### src/rtl/alu_multicycle.sv
`default_nettype none
// ----------------------------------------------------------------------------
// alu_multicycle : 16-op ALU, registered result/flags, start/busy/done handshake.
//                  Define ALU_MUL_EN to build the iterative shift-add MUL.
// Revision: 1.0
// ----------------------------------------------------------------------------
module alu_multicycle #(
   parameter int DATA_WIDTH = 8,
   parameter int OP_WIDTH   = 4
) (
   input  logic                  clk,
   input  logic                  reset,
   input  logic                  start,
   input  logic [OP_WIDTH-1:0]   op,
   input  logic [DATA_WIDTH-1:0] a_in,
   input  logic [DATA_WIDTH-1:0] b_in,
   input  logic                  carry_in,
   output logic                  busy,
   output logic                  done,
   output logic [DATA_WIDTH-1:0] result,
   output logic [DATA_WIDTH-1:0] product_hi,
   output logic                  zero_flag,
   output logic                  carry_flag,
   output logic                  negative_flag,
   output logic                  overflow_flag
);
   localparam int MSB = DATA_WIDTH - 1;

   localparam logic [OP_WIDTH-1:0] c_ADD = OP_WIDTH'(0);
   localparam logic [OP_WIDTH-1:0] c_ADC = OP_WIDTH'(1);
   localparam logic [OP_WIDTH-1:0] c_SUB = OP_WIDTH'(2);
   localparam logic [OP_WIDTH-1:0] c_SBC = OP_WIDTH'(3);
   localparam logic [OP_WIDTH-1:0] c_AND = OP_WIDTH'(4);
   localparam logic [OP_WIDTH-1:0] c_OR  = OP_WIDTH'(5);
   localparam logic [OP_WIDTH-1:0] c_XOR = OP_WIDTH'(6);
   localparam logic [OP_WIDTH-1:0] c_NOT = OP_WIDTH'(7);
   localparam logic [OP_WIDTH-1:0] c_SHL = OP_WIDTH'(8);
   localparam logic [OP_WIDTH-1:0] c_SHR = OP_WIDTH'(9);
   localparam logic [OP_WIDTH-1:0] c_ROL = OP_WIDTH'(10);
   localparam logic [OP_WIDTH-1:0] c_ROR = OP_WIDTH'(11);
   localparam logic [OP_WIDTH-1:0] c_CMP = OP_WIDTH'(12);
   localparam logic [OP_WIDTH-1:0] c_MUL = OP_WIDTH'(13);
   localparam logic [OP_WIDTH-1:0] c_INC = OP_WIDTH'(14);
   localparam logic [OP_WIDTH-1:0] c_DEC = OP_WIDTH'(15);

   logic [DATA_WIDTH-1:0] w_b_eff;
   logic                  w_cin;
   logic [DATA_WIDTH:0]   w_sum;
   logic                  w_add_v;
   logic [DATA_WIDTH-1:0] w_res;
   logic                  w_c;
   logic                  w_v;
   logic                  w_wr_res;
   logic                  w_wr_flg;
   logic                  w_accept;
   logic                  w_mul_start;

   logic [DATA_WIDTH-1:0] result_d, result_q;
   logic                  z_d, z_q, c_d, c_q, n_d, n_q, v_d, v_q;
   logic                  done_d, done_q;

   // All add-type ops share one adder; only the effective B operand and carry differ.
   always_comb begin
      w_b_eff = b_in;
      w_cin   = 1'b0;
      case (op)
         c_ADC:        w_cin = carry_in;
         c_SUB, c_CMP: begin w_b_eff = ~b_in; w_cin = 1'b1;     end
         c_SBC:        begin w_b_eff = ~b_in; w_cin = carry_in; end
         c_INC:        begin w_b_eff = '0;    w_cin = 1'b1;     end
         c_DEC:        w_b_eff = '1;
         default:      ;
      endcase
   end

   assign w_sum   = {1'b0, a_in} + {1'b0, w_b_eff} + {{DATA_WIDTH{1'b0}}, w_cin};
   assign w_add_v = (a_in[MSB] == w_b_eff[MSB]) && (w_sum[MSB] != a_in[MSB]);

   always_comb begin
      w_res    = w_sum[MSB:0];
      w_c      = w_sum[DATA_WIDTH];
      w_v      = w_add_v;
      w_wr_res = 1'b1;
      w_wr_flg = 1'b1;
      case (op)
         c_AND: begin w_res = a_in & b_in; w_c = 1'b0; w_v = 1'b0; end
         c_OR:  begin w_res = a_in | b_in; w_c = 1'b0; w_v = 1'b0; end
         c_XOR: begin w_res = a_in ^ b_in; w_c = 1'b0; w_v = 1'b0; end
         c_NOT: begin w_res = ~a_in;       w_c = 1'b0; w_v = 1'b0; end
         c_SHL: begin w_res = {a_in[MSB-1:0], 1'b0};     w_c = a_in[MSB]; w_v = 1'b0; end
         c_SHR: begin w_res = {1'b0, a_in[MSB:1]};       w_c = a_in[0];   w_v = 1'b0; end
         c_ROL: begin w_res = {a_in[MSB-1:0], carry_in}; w_c = a_in[MSB]; w_v = 1'b0; end
         c_ROR: begin w_res = {carry_in, a_in[MSB:1]};   w_c = a_in[0];   w_v = 1'b0; end
         c_CMP: w_wr_res = 1'b0;
         c_MUL: begin w_wr_res = 1'b0; w_wr_flg = 1'b0; end
         default: ;
      endcase
   end

   assign w_accept = start && !busy;

`ifdef ALU_MUL_EN
   localparam int CW = (DATA_WIDTH > 1) ? $clog2(DATA_WIDTH) : 1;
   localparam logic [CW-1:0] c_LAST   = CW'(DATA_WIDTH - 1);
   localparam logic [0:0]    c_S_IDLE = 1'b0;
   localparam logic [0:0]    c_S_MUL  = 1'b1;

   logic [0:0]              state_d, state_q;
   logic [2*DATA_WIDTH-1:0] acc_d, acc_q, mcand_d, mcand_q, w_acc_step;
   logic [DATA_WIDTH-1:0]   mplier_d, mplier_q, phi_d, phi_q;
   logic [CW-1:0]           cnt_d, cnt_q;
   logic                    w_mul_last;

   assign busy        = (state_q == c_S_MUL);
   assign w_mul_start = w_accept && (op == c_MUL);
   assign w_mul_last  = busy && (cnt_q == c_LAST);
   assign w_acc_step  = mplier_q[0] ? (acc_q + mcand_q) : acc_q;
   assign product_hi  = phi_q;

   always_ff @(posedge clk or posedge reset) begin
      if (reset) begin
         state_q  <= c_S_IDLE;
         acc_q    <= '0;
         mcand_q  <= '0;
         mplier_q <= '0;
         cnt_q    <= '0;
         phi_q    <= '0;
      end else begin
         state_q  <= state_d;
         acc_q    <= acc_d;
         mcand_q  <= mcand_d;
         mplier_q <= mplier_d;
         cnt_q    <= cnt_d;
         phi_q    <= phi_d;
      end
   end

   always_comb begin
      state_d = state_q;
      case (state_q)
         c_S_IDLE: if (w_mul_start) state_d = c_S_MUL;
         c_S_MUL:  if (w_mul_last)  state_d = c_S_IDLE;
         default:  state_d = c_S_IDLE;
      endcase
   end

   // One multiplier bit per cycle: shifted multiplicand added when the LSB is set.
   always_comb begin
      acc_d    = acc_q;
      mcand_d  = mcand_q;
      mplier_d = mplier_q;
      cnt_d    = cnt_q;
      if (w_mul_start) begin
         acc_d    = '0;
         mcand_d  = {{DATA_WIDTH{1'b0}}, a_in};
         mplier_d = b_in;
         cnt_d    = '0;
      end else if (busy) begin
         acc_d    = w_acc_step;
         mcand_d  = mcand_q << 1;
         mplier_d = mplier_q >> 1;
         cnt_d    = cnt_q + CW'(1);
      end
   end
`else
   assign busy        = 1'b0;
   assign w_mul_start = 1'b0;
   assign product_hi  = '0;
`endif

   always_comb begin
      result_d = result_q;
      z_d      = z_q;
      c_d      = c_q;
      n_d      = n_q;
      v_d      = v_q;
      done_d   = 1'b0;
      if (w_accept && !w_mul_start) begin
         done_d = 1'b1;
         if (w_wr_res) result_d = w_res;
         if (w_wr_flg) begin
            z_d = (w_res == '0);
            n_d = w_res[MSB];
            c_d = w_c;
            v_d = w_v;
         end
      end
`ifdef ALU_MUL_EN
      phi_d = phi_q;
      if (w_mul_last) begin
         done_d   = 1'b1;
         result_d = w_acc_step[DATA_WIDTH-1:0];
         phi_d    = w_acc_step[2*DATA_WIDTH-1:DATA_WIDTH];
         z_d      = (w_acc_step[DATA_WIDTH-1:0] == '0);
         n_d      = w_acc_step[MSB];
         c_d      = |w_acc_step[2*DATA_WIDTH-1:DATA_WIDTH];
         v_d      = 1'b0;
      end
`endif
   end

   always_ff @(posedge clk or posedge reset) begin
      if (reset) begin
         result_q <= '0;
         z_q      <= 1'b0;
         c_q      <= 1'b0;
         n_q      <= 1'b0;
         v_q      <= 1'b0;
         done_q   <= 1'b0;
      end else begin
         result_q <= result_d;
         z_q      <= z_d;
         c_q      <= c_d;
         n_q      <= n_d;
         v_q      <= v_d;
         done_q   <= done_d;
      end
   end

   assign done          = done_q;
   assign result        = result_q;
   assign zero_flag     = z_q;
   assign carry_flag    = c_q;
   assign negative_flag = n_q;
   assign overflow_flag = v_q;

endmodule
`default_nettype wire

### config.mk
export PLATFORM = sky130hd
export DESIGN_NAME = alu_multicycle
export DESIGN_NICKNAME = d
export VERILOG_FILES = /design/src/rtl/alu_multicycle.sv
export SDC_FILE = /design/constraint.sdc
export NUM_CORES = 1
export LEC_CHECK = 0
export CAP_MARGIN = 0
export CORE_ASPECT_RATIO = 0.75
export CORE_MARGIN = 8
export CORE_UTILIZATION = 42
export CTS_BUF_LIST = sky130_fd_sc_hd__clkbuf_8 sky130_fd_sc_hd__clkbuf_16
export CTS_CLUSTER_DIAMETER = 80
export DETAILED_ROUTE_END_ITERATION = 8
export HOLD_SLACK_MARGIN = 0.1
export PLACE_DENSITY = 0.69
export SLEW_MARGIN = 20
export SYNTH_ARGS = -nofsm -noshare
export SYNTH_HDL_FRONTEND = slang
export SYNTH_SLANG_ARGS = --single-unit
### constraint.sdc
create_clock -name clk -period 2.3 [get_ports clk]
set_clock_uncertainty 0.2 [all_clocks]
set_input_delay 0.46 -clock clk [delete_from_list [all_inputs] [get_ports clk]]
set_output_delay 0.46 -clock clk [all_outputs]
set_load 0.01 [all_outputs]
# [Yosys cells after proc, flatten, opt, wreduce, memory -nomap -nowiden]
# Index checks and enable logic that the tools add are counted.
[totals] wordCells=50 input_bits=24 output_inout_bits=22 ff_bits=13
[op_classes] n_reduce_logical=12 add_sub_neg=2 n_bitwise=7 eq_ne=17 n_mux=6
[op_table] operator="$pmux 8 s8" count=1
[op_table] operator="$eq 4x4->1 const B" count=8
[op_table] operator="$pmux 8 s3" count=1
[op_table] operator="$eq 4x3->1 const B" count=4
[op_table] operator="$not 8->8" count=2
[op_table] operator="$add 8x8->9" count=1
[op_table] operator="$add 9x1->9" count=1
[op_table] operator="$and 8x8->8" count=1
[op_table] operator="$eq 4x2->1 const B" count=2
[op_table] operator="$logic_not 8->1" count=1
[op_table] operator="$or 8x8->8" count=1
[op_table] operator="$reduce_or 2->1" count=4
[op_table] operator="$reduce_or 8->1" count=1
[op_table] operator="$xor 8x8->8" count=1
[op_table] operator="$reduce_or 3->1" count=2
[op_table] operator="$eq 4x1->1 const B" count=1
[op_table] operator="$reduce_and 2->1" count=2
[op_table] operator="$reduce_or 4->1" count=1
[op_table] operator="$pmux 1 s3" count=1
[op_table] operator="$mux 1" count=2
[op_table] operator="$not 1->1" count=2
[op_table] operator="$pmux 1 s2" count=1
[op_table] operator="$eq 1x1->1" count=1
[op_table] operator="$logic_and 1x1->1" count=1
[op_table] operator="$ne 1x1->1" count=1

# [Longest topological paths before layout]
[logic_depth] ltp_word=8 depth_mapped=15 mapped_depth_nobuf=14

# [Least setup slack after synthesis]
# No wires, ideal clock.
[synth_timing] path_type="input -> register" startpoint="input port op[0]" endpoint="register z_q, in the netlist zero_flag" path_slack_ns=-1.323 path_stages=15 arrival_time_ns=3.331 required_ns=2.008 cell_sequence="inv_2 clkbuf_1 a21oi_1 nor2_1 nor2_1 a21oi_1 o21ai_0 fa_1 fa_1 nand2b_1 a21oi_1 xor2_1 a211oi_1 nand4_1 o31ai_2"
[synth_between] elab_chain_len=7 elab_cells_between_ends=26 classes_between="2 x add/sub; 15 x eq/ne; 3 x mux; 1 x bitwise; 5 x reduce/logical"
[synth_lines] element="start: declaration" line_no="14" text="input logic [OP_WIDTH-1:0] op,"
[synth_lines] element="$eq 4x4->1 / $eq 4x2->1 (equally long branches)" line_no="66" text="case (op)"
[synth_lines] element="$reduce_or 3->1 (no line)"
[synth_lines] element="$pmux 8 s3" line_no="66"
[synth_lines] element="$add 8x8->9" line_no="76" text="assign w_sum = {1'b0, a_in} + {1'b0, w_b_eff} + {{DATA_WIDTH{1'b0}}, w_cin};"
[synth_lines] element="$add 9x1->9" line_no="76"
[synth_lines] element="$pmux 8 s8" line_no="85" text="case (op)"
[synth_lines] element="$logic_not 8->1" line_no="182" text="z_d = (w_res == '0);"
[synth_lines] element="end signal: assignment" line_no="212" text="z_q <= z_d;"
[synth_lines] element="end: declaration" line_no="59" text="logic z_d, z_q, c_d, c_q, n_d, n_q, v_d, v_q;"
# Several ways; a longest one is shown, not always the timed one.
# A chain may end at the register's enable or synchronous reset.

# [Worst setup path after layout]
[layout_timing] startpoint="input port op[3]" endpoint="register z_q, in the netlist zero_flag"
# The elaborated chain is that of the path after synthesis.

==> flow_summary_export.csv <==
group,metric,value,unit
synthesis,syn_avg_cell_area,7.84,um2
worst_setup_path,crit_required,2.25,ns
floorplan,rows,21,
cells_and_area,layout-drive-gt1-share,0.432,
detailed_routing,routed_wl,7490,um
cells_and_area,num-fill-cells,304,
clocking,cts_root_buffer,"clkbuf_8",
cells_and_area,utilization,0.759,
floorplan,die_w,95.3,um
worst_setup_path,path_cells,"buf_12 > xor2_4 > nor2_4 > nor2_1 > a21oi_1 > o21ai_1 > fa_2 > fa_2 > nand2b_4 > a21oi_1 > mux2i_1 > o211ai_1 > nand2_1 > o31ai_2",
grt,antenna_found_initial,0,
worst_setup_path,crit_arrival,2.95,ns
synthesis,yosysWarnings,0,
floorplan,io_pins,46,
worst_setup_path,cpMaxStageDelayCell,"fa_2",
timing,finalCriticalPeriod,3.00,ns
detailed_routing,dr.pass1.iters,5,
grt,grtUsageTotal,0.197,
timing,post-route-period-util,1.30,
floorplan,initial_core_util,0.441,
hold_path,hp-class,"flip-flop to flip-flop",
hold_path,hp-start,"overflow_flag$_DFFE_PP0P_",
timing,finalMaxSlewViolations,0,
timing,setup_viol_count_final,11,
clocking,cts_buffers,3,
grt,gr-total-overflow,0,
clocking,h-tree-depth,1,
worst_setup_path,max_stage_delay,0.43,ns
cells_and_area,final_common_cell,"buf_4",
clocking,clk_latency,0.24,ns
synthesis,async_reset_ff_frac,1.00,
power,total_power,1.47,mW
run_status,violations,"negative setup slack",
detailed_routing,ant_nets,0,
synthesis,synth_seq_area_share,0.164,
synthesis,synth_seq_cells,13,
run_status,status,"finished with violations",
clocking,cts.sinks,13,
grt,grt_max_degree,27,
power,p_per_area,430,nW/um2
timing,fmax,333,MHz
detailed_routing,viasPerCell,5.59,
run,maxCapViolations,0,
worst_setup_path,cp_max_fo,6,
cells_and_area,nNetsFinal,432,
clocking,clk_pin_slew,0.05,ns
place,globalplace.congestion,0.908,
worst_setup_path,r2r_start,"result[7]$_DFFE_PP0P_",
cells_and_area,layout_common_cells,"92 x buf_4, 31 x clkdlybuf4s50_1, 24 x nand2_1",
cells_and_area,multi_input_area,1710,um2
floorplan,core-area,4490,um2
clocking,ctsHoldBuffers,0,
clocking,clk_path_buf_depth,2,
synthesis,syn_inst,253,
synthesis,synth_area,1980,um2
detailed_routing,avgRoutedWirePerCell,17.1,um
cells_and_area,antenna_cells,0,
detailed_routing,drt_iter0_drc,214,
floorplan,dieArea,7200,um2
timing,rsz0062_at_grt,"true",
worst_setup_path,cp-end-kind,"flip-flop",
detailed_routing,vias,2454,
cells_and_area,seq_area,325,um2
power,leakage,1.59,nW
timing,timing.final.ws_setup,-0.700,ns
grt,grt_pass1_vias,2341,
synthesis,synth_edf_count,0,
timing,tns,-6.80,ns
synthesis,synth_ff_type,"dfrtp_1",
worst_setup_path,crit_type,"primary input to flip-flop",
worst_setup_path,start_kind,"primary input",
detailed_routing,drc_errors,0,
clocking,cts_tree,"built",
worst_setup_path,startpoint,"op[3]",
place,port_buffers,36,
timing,hold_viol,0,
cells_and_area,syn_to_final_growth,71.9,%
grt,grt_pass1_wl,11400,um
place,dpl.hpwl,5420,um
power,ir_worst_vdd,0.408,mV
floorplan,die_y,75.5,um
synthesis,ys_types,53,
-- timing repair --
action	CTS	global route
buffers inserted	11	11
gates cloned	1	0
setup endpoints to repair	12	11
pin swaps	25	29
resized for setup	42	29
hold endpoints to repair	0	0
-- layout make-up --
type / instances / share of cell area
clock buffer: 3 / 0.0121
clock inverter: 1 / 0.00110
inverter: 20 / 0.0228
multi-input combinational: 207 / 0.501
sequential: 13 / 0.0954
tap: 57 / 0.0209
timing repair buffer: 138 / 0.347
-- cell families after synthesis --
logic type | Yosys count | synth area share
flip-flops | 13 | 0.164
adder cells (fa/ha/maj) | 25 | 0.165
buffers and inverters | 42 | 0.119
XOR/XNOR | 6 | 0.0303
other | 1 | 0.00189
multiplexers | 11 | 0.0580
AO/OA/AOI/OAI | 93 | 0.308
AND/OR/NAND/NOR | 62 | 0.154
-- cells in the mapped netlist (2+ instances only) --
cell	n	area, um2
nor2_1	10	37.5
ha_1	23	288
inv_2	2	7.51
xor2_1	4	35.0
nand3b_1	3	22.5
o22ai_1	8	50.1
o21ai_0	17	85.1
a21o_1	2	15.0
o32ai_1	2	17.5
o41ai_1	2	17.5
o21a_1	2	15.0
buf_2	5	25.0
buf_4	11	82.6
a21oi_1	34	170
nand2_1	27	101
clkbuf_1	2	7.51
a32o_1	2	20.0
o211ai_1	4	30.0
dfrtp_1	13	325
inv_1	18	67.6
fa_1	2	40.0
mux2_2	4	45.0
buf_6	4	45.0
mux2i_1	7	70.1
nand3_1	4	20.0
a31oi_1	4	25.0
nor2b_1	6	37.5
a211oi_1	3	22.5
or3_1	2	12.5
nand2b_1	3	18.8
-- critical path: cells and delay by family --
family,cells,cell delay [ns]
simple gates,4,0.41
buf+inv,1,0.12
mux,1,0.11
compound gates,5,0.85
fa+ha+maj,2,0.81
xor+xnor,1,0.19
-- routing by layer --
| metal | wire length, um | vias to the layer above | global-route usage |
|---|---|---|---|
| li1 | - | 1162 | - |
| met1 | 3030 | 1123 | 0.246 |
| met2 | 3560 | 139 | 0.337 |
| met3 | 646 | 30 | 0.0315 |
| met4 | 251 | 0 | 0.0655 |
| met5 | 0 | - | 0 |
-- stage by stage --
step	setup slack, ns	instance area, um2	instances	hold slack (ns)
final	-0.700	3410	439	0.275
after global placement	-1.34	2990	415	0.260
after floorplan	-0.863	2110	261	0.137
after detailed placement	-1.38	2990	415	0.269
after CTS	-0.752	3230	429	0.282
after global routing	-0.807	3410	439	0.294
-- sequential cells by signal, summed over array words and instances, names as in the netlist --
name / flops
done: 1
zero_flag: 1
result: 8
overflow_flag: 1
carry_flag: 1
negative_flag: 1
-- final timing paths --
path                                                  end  slack [ns]  depth (start not counted)
min in group asynchronous           result[6]$_DFFE_PP0P_        0.34                          2
max in group asynchronous           zero_flag$_DFFE_PP0P_        1.24                          2
worst min-delay path            overflow_flag$_DFFE_PP0P_        0.27                          2
worst max-delay path                zero_flag$_DFFE_PP0P_       -0.70                         14
worst max register to register      result[7]$_DFFE_PP0P_        1.34                          1
worst min register to register  overflow_flag$_DFFE_PP0P_        0.27                          2
-- where the power goes --
part	switching [mW]	leakage (nW)	total, mW	internal, mW
registers	0.0252	0.161	0.300	0.275
logic	0.452	1.40	0.973	0.522
clock network	0.0753	0.0269	0.193	0.117
total	0.552	1.59	1.47	0.914
(Power assumes the default switching activity.)
